**src/rtl/regfile_pkg.sv**
```systemverilog
// Types and sizes shared by the register file, the core and the debug dump engine.
package regfile_pkg;

  localparam int NREGS_DEFAULT = 32;
  localparam int RF_AW         = 5;
  localparam int RF_DW         = 32;

  typedef enum logic [2:0] {
    IDLE,
    WAIT_ACK,
    READ,
    SEND,
    DONE
  } dump_state_t;

endpackage

```
**src/rtl/regfile_dumper.sv**
```systemverilog
// Debug read-out engine: halts the CPU, then streams x0..x(NREGS-1) from one
// register-file read port over a valid/ready link, tagged with the index.
module regfile_dumper
  import regfile_pkg::*;
#(
  parameter int NREGS = NREGS_DEFAULT,
  parameter int AW    = RF_AW,
  parameter int DW    = RF_DW
) (
  input  logic              clk,
  input  logic              rst,
  input  logic              start,
  output logic              busy,
  output logic              done,
  output logic              halt_req,
  input  logic              halt_ack,
  output logic [AW-1:0]     rf_address,
  input  logic [DW-1:0]     rf_rs,
  output logic              out_valid,
  input  logic              out_ready,
  output logic [DW-1:0]     out_data,
  output logic [AW-1:0]     out_index,
  output logic              out_last,
  output dump_state_t       dbg_state
);

  // Handshake: a beat transfers on any rising edge where out_valid && out_ready;
  // once raised, out_valid and the beat fields hold until that transfer.

  localparam logic [AW-1:0] LAST_IDX = AW'(NREGS - 1);

  dump_state_t   state_q, state_d;
  logic [AW-1:0] idx_q, idx_d;
  logic          valid_q, valid_d;
  logic [DW-1:0] data_q, data_d;
  logic [AW-1:0] index_q, index_d;
  logic          last_q, last_d;

  always_ff @(posedge clk) begin
    if (rst) begin
      state_q <= IDLE;
      idx_q   <= '0;
      valid_q <= 1'b0;
      data_q  <= '0;
      index_q <= '0;
      last_q  <= 1'b0;
    end else begin
      state_q <= state_d;
      idx_q   <= idx_d;
      valid_q <= valid_d;
      data_q  <= data_d;
      index_q <= index_d;
      last_q  <= last_d;
    end
  end

  always_comb begin
    state_d = state_q;
    idx_d   = idx_q;
    valid_d = valid_q;
    data_d  = data_q;
    index_d = index_q;
    last_d  = last_q;
    case (state_q)
      IDLE: begin
        if (start) begin
          idx_d   = '0;
          state_d = WAIT_ACK;
        end
      end
      WAIT_ACK: begin
        if (halt_ack) state_d = READ;
      end
      READ: begin
        // Only capture while the core still guarantees the read port is ours.
        if (halt_ack) begin
          data_d  = rf_rs;
          index_d = idx_q;
          last_d  = (idx_q == LAST_IDX);
          valid_d = 1'b1;
          state_d = SEND;
        end
      end
      SEND: begin
        if (valid_q && out_ready) begin
          valid_d = 1'b0;
          if (idx_q == LAST_IDX) begin
            state_d = DONE;
          end else begin
            idx_d   = idx_q + 1'b1;
            state_d = READ;
          end
        end
      end
      DONE: begin
        state_d = IDLE;
      end
      default: begin
        state_d = IDLE;
      end
    endcase
  end

  assign busy       = (state_q != IDLE);
  assign done       = (state_q == DONE);
  assign halt_req   = (state_q == WAIT_ACK) || (state_q == READ) || (state_q == SEND);
  assign rf_address = (state_q == IDLE) ? '0 : idx_q;
  assign out_valid  = valid_q;
  assign out_data   = data_q;
  assign out_index  = index_q;
  assign out_last   = last_q;
  assign dbg_state  = state_q;

endmodule

```
**config.mk**
```make
export PLATFORM = sky130hd
export DESIGN_NAME = regfile_dumper
export DESIGN_NICKNAME = d
export VERILOG_FILES = /design/src/rtl/regfile_pkg.sv /design/src/rtl/regfile_dumper.sv
export SDC_FILE = /design/constraint.sdc
export NUM_CORES = 1
export LEC_CHECK = 0
export ABC_AREA = 1
export CAP_MARGIN = 25
export CORE_ASPECT_RATIO = 0.75
export CORE_MARGIN = 5
export CORE_UTILIZATION = 44
export CTS_CLUSTER_SIZE = 12
export DETAILED_ROUTE_END_ITERATION = 12
export PLACE_DENSITY = 0.9
export SYNTH_ARGS = -nofsm -noshare
export SYNTH_HDL_FRONTEND = slang
export SYNTH_SLANG_ARGS = --single-unit
```
**constraint.sdc**
```tcl
create_clock -name clk -period 2.9 [get_ports clk]
set_input_delay 0.58 -clock clk [delete_from_list [all_inputs] [get_ports clk]]
set_output_delay 0.58 -clock clk [all_outputs]
set_load 0.1 [all_outputs]
```
# Word level (Yosys, flattened, before mapping)
# Cells that the tools add are included.
[totals]
out_inout_bits = 50
word_cells = 42
in_bits = 37
ff_bits = 47
[classes]
muxes = 14
eq_ne = 10
n_reduce_logical = 11
addsub = 1
[ops]
columns = ["cell", "n"]
rows = [
  ["two-way mux 5 bit", 4],
  ["two-way mux 3 bit", 5],
  ["case mux 3 bit (4 select lines)", 1],
  ["!= test 2 bit (second input constant)", 5],
  ["case mux 5 bit (2 select lines)", 1],
  ["AND reduction 4 bit", 2],
  ["equality test 3 x 2 -> 1 bit (second input constant)", 2],
  ["adder 5 x 1 -> 5 bit (second input constant)", 1],
  ["equality test 5 bit (second input constant)", 1],
  ["nonzero test 2 bit", 2],
  ["equality test 3 x 1 -> 1 bit (second input constant)", 1],
  ["equality test 3 bit (second input constant)", 1],
  ["zero test 3 bit", 1],
  ["AND reduction 3 bit", 1],
  ["nonzero test 3 bit", 1],
  ["logical OR 1 bit", 2],
  ["two-way mux 1 bit", 2],
  ["case mux 1 bit (2 select lines)", 1],
  ["AND reduction 2 bit", 1],
  ["logical AND 1 bit", 1],
]

# Logic depth before layout (Yosys ltp)
[depth]
ltp_word = 4
mapped_depth = 10

# Worst setup path before layout
# Ideal clock, no wire load.
[synth_path]
path_kind = "reg-to-output"
start = "reg state_q[2], in the netlist dbg_state[2]"
end = "out rf_address[0]"
t_arrival_ns = 3.421
path_stages_with_launch = 5
n_path_buf = 0
path_slack_ns = -1.101
required_ns = 2.320
path_cell_list = "dfxtp_1 > nor2_4 > nand2_1 > inv_1 > nor2_1"
[synth_via]
elab_chain_cells = 2
[synth_lines]
columns = ["element", "line_no", "text"]
rows = [
  ["from (decl)", "regfile_dumper.sv:32", "dump_state_t state_q, state_d;"],
  ["from (signal assigned)", "regfile_dumper.sv:48", "state_q <= state_d;"],
  ["zero test 3 bit", "regfile_dumper.sv:107", "assign rf_address = (state_q == IDLE) ? '0 : idx_q;"],
  ["two-way mux 5 bit", "regfile_dumper.sv:107", ""],
  ["to (decl)", "regfile_dumper.sv:17", "output logic [AW-1:0] rf_address,"],
]
# Every way passes these cells.

# Final worst setup path
[layout_path]
start = "reg state_q[2], in the netlist dbg_state[2]"
end = "out rf_address[2]"
# Same word-level chain as after synthesis.

==> run_results.csv <==
group,metric,value,unit
run_status,run_status,"completed",
hold_path,holdPathEnd,"idx_q[3]$_SDFFE_PP0P_",
yosys,ys_ff_latch,47,
critical_path,rr_endpoint,"idx_q[2]$_SDFFE_PP0P_",
cells_and_area,fin_area,2800,um2
clocking,post_cts_resize_count,0,
cells_and_area,layout.cells.non_filler,389,
placed_design,numPortBuffers,86,
floorplanning,die_width,84.9,um
timing,hold-worst-slack,488,ps
power_and_ir_drop,p_switching,0.00196,W
critical_path,end_kind,"primary output",
cells_and_area,post_route_cells_drive_above_1_share,24.9,%
timing,final.min_clock_period,2110,ps
timing,max_slew.worst_pin.slew,637,ps
clocking,clk_pin_slew_worst_setup_hold_paths,90,ps
cells_and_area,finalNetCount,372,
yosys,synth_seq_area_share,50.8,%
clocking,cts_post_setup_buffers_inserted,0,
yosys,post_synth.cell_area_avg,7.44,um2
floorplanning,placement_rows,20,
cells_and_area,insertedDiodeCount,0,
timing,rsz0062_at_grt,"false",
grt,grt_antenna_before_repair,0,
critical_path,reg2regPathDepth,9,
cells_and_area,layout_common_cells,"nor2_1 (79), buf_4 (51), dfxtp_1 (44)",
timing,slew_viol_final,0,
hold_path,hold_start,"idx_q[3]$_SDFFE_PP0P_",
clocking,tritoncts,"done",
critical_path,critPathRequiredTime,2320,ps
critical_path,crit_fanout,6,
clocking,htree_num_levels,2,
placed_design,numPlacedInstances,381,
timing,min_period_over_period,72.7,%
hold_path,min_path_cells,2,
yosys,synthesis.area,1850,um2
critical_path,worstSetupStartpointType,"register",
power_and_ir_drop,static-leakage-power,1.20,nW
critical_path,crit_arrival,1530,ps
grt,overflow,0,
yosys,yosysWarnings,0,
timing,relSlewSlack,57.5,%
power_and_ir_drop,sequentialPowerShare,26.1,%
power_and_ir_drop,pwr_density_cell,1240,nW/um2
cells_and_area,layout.filler_cells,372,
drt,drt_wl_total,4.64,mm
yosys,postSynthNetCount,288,
clocking,clock_sink_count,47,
drt,vias_per_std_cell,4.69,
placed_design,dpl-instance-area,2680,um2
floorplanning,design.portCount,87,
placed_design,post_dp_hpwl,3.55,mm
yosys,syn-instance-count,249,
power_and_ir_drop,p_total,0.00349,W
grt,grt_first_pass_wirelength,7.44,mm
timing,achievable-frequency,0.474,GHz
hold_path,hold_class,"register to register",
drt,drt_pass1_iterations,4,
critical_path,timing.rr.start,"idx_q[1]$_SDFFE_PP0P_",
floorplanning,fp.dieH,66.2,um
drt,final_antenna_net_count,0,
cells_and_area,area_delta_synth_final,51.4,%
floorplanning,initial_utilization,45.7,%
grt,gr-usage-all-layers,16.3,%
floorplanning,design.core.area,4050,um2
drt,route.vias.total,1826,
critical_path,critPathKind,"register to primary output",
clocking,ctsHoldBuffers,0,
drt,drc_violation_count_after_routing,0,
critical_path,reg2reg_slack,1300,ps
grt,first_global_vias,1639,
power_and_ir_drop,cellInternalPower,0.00153,W
timing,tns,0,ps
power_and_ir_drop,sw_frac_of_total,56.1,%
clocking,worst_skew_pair.late_latency,290,ps
timing,timing.final.hold_violations,0,
drt,routedWlPerCell,11.9,um
power_and_ir_drop,power_frac_clock,14.1,%
grt,grt_start_max_net_pins,44,
cells_and_area,register_area,945,um2
cells_and_area,multi_input_comb_area,857,um2
clocking,clock_path_buffers,2,
drt,drt-initial-drc-count,86,
power_and_ir_drop,comb_power_share,59.8,%
timing,setup-violations-final,0,
clocking,cts-buffers-inserted,5,
power_and_ir_drop,max-vdd-ir-drop,1420,uV
flow_run,cap_viol_max_count,0,
timing,clock-skew-final,8.63,ps
yosys,synth.distinct_cells,20,
floorplanning,fp.dieArea,5620,um2
clocking,cts_root_buffer,"clkbuf_8",
cells_and_area,layout_commonest_cell,"nor2_1",
placed_design,placer_congestion_estimate,0.807,
-- worst max-delay path, cell delays in order, from the launching register on --
cell and delay, ps:
dfxtp_2 380, nor2_4 170, nand2_2 80, inv_1 330
nor2_4 30, buf_4 240
-- worst max-delay path by stage --
stage	from	end	slack [ps]	depth (start not counted)
2_1_floorplan	dbg_state[1]$_SDFFE_PP0P_	rf_address[0]	170	4
3_3_place_gp	halt_ack	out_index[1]$_SDFFE_PP0P_	880	5
3_5_place_dp	halt_ack	out_index[2]$_SDFFE_PP0P_	800	5
4_1_cts	dbg_state[2]$_SDFFE_PP0P_	rf_address[2]	770	5
5_1_grt	dbg_state[2]$_SDFFE_PP0P_	rf_address[2]	680	5
6_report	dbg_state[2]$_SDFFE_PP0P_	rf_address[2]	790	5
-- sequential cells by signal, indices dropped and copies added, names as in the netlist --
name and count:
idx_q 5, out_valid 1, out_last 1, dbg_state 3, out_data 32, out_index 5
-- Yosys cell counts --
cell	n	area, um2
ha_1	2	25.0
buf_2	3	15.0
nor2_1	84	315
inv_2	3	11.3
a21oi_2	1	8.76
nand3_1	7	35.0
nand2_1	23	86.3
a21oi_1	10	50.1
nor2_4	3	33.8
nor3b_1	1	7.51
nand3_2	1	10.0
dfxtp_1	47	941
inv_1	10	37.5
clkbuf_1	7	26.3
nand2_4	1	11.3
buf_4	1	7.51
o21ai_0	39	195
nor3_1	1	5.00
nand2_2	4	25.0
o21ai_1	1	5.00
-- per-layer routing --
| metal | routed length (um) | global-route usage [%] |
|---|---|---|
| met4 | 0 | 2.96 |
| met5 | 0 | 0 |
| met3 | 515 | 6.60 |
| met2 | 1970 | 25.9 |
| met1 | 2150 | 21.1 |
-- final cells by class --
class,instances,area share [%]
Sequential cell,47,33.7
Multi-Input combinational cell,178,30.6
Timing Repair Buffer,88,27.2
Clock buffer,6,2.95
Tap cell,55,2.45
Inverter,13,1.74
Clock inverter,2,1.38
-- metrics by stage --
stage	setup slack [ps]	utilization [%]
2_1_floorplan	172	-
3_3_place_gp	880	66.2
3_5_place_dp	803	66.2
4_1_cts	771	69.2
5_1_grt	681	69.2
6_report	791	69.2
-- power by group through the flow --
stage	combinational [W]	sequential [W]	clock [W]
4_1_cts	0.00210	0.000912	0.000503
2_1_floorplan	0.000831	0.00178	0
3_5_place_dp	0.00210	0.000926	0
3_3_place_gp	0.00208	0.000922	0
6_report	0.00209	0.000912	0.000491
5_1_grt	0.00221	0.000936	0.000536
-- logic make-up after synthesis --
| logic type | synth area share, % |
|---|---|
| AOI/OAI and AO/OA | 14.0 |
| DFF | 50.8 |
| adders and majority gates | 1.35 |
| buffers and inverters | 5.27 |
| and+or+nand+nor | 28.6 |
Note: power is estimated with default switching activity, not from simulation.
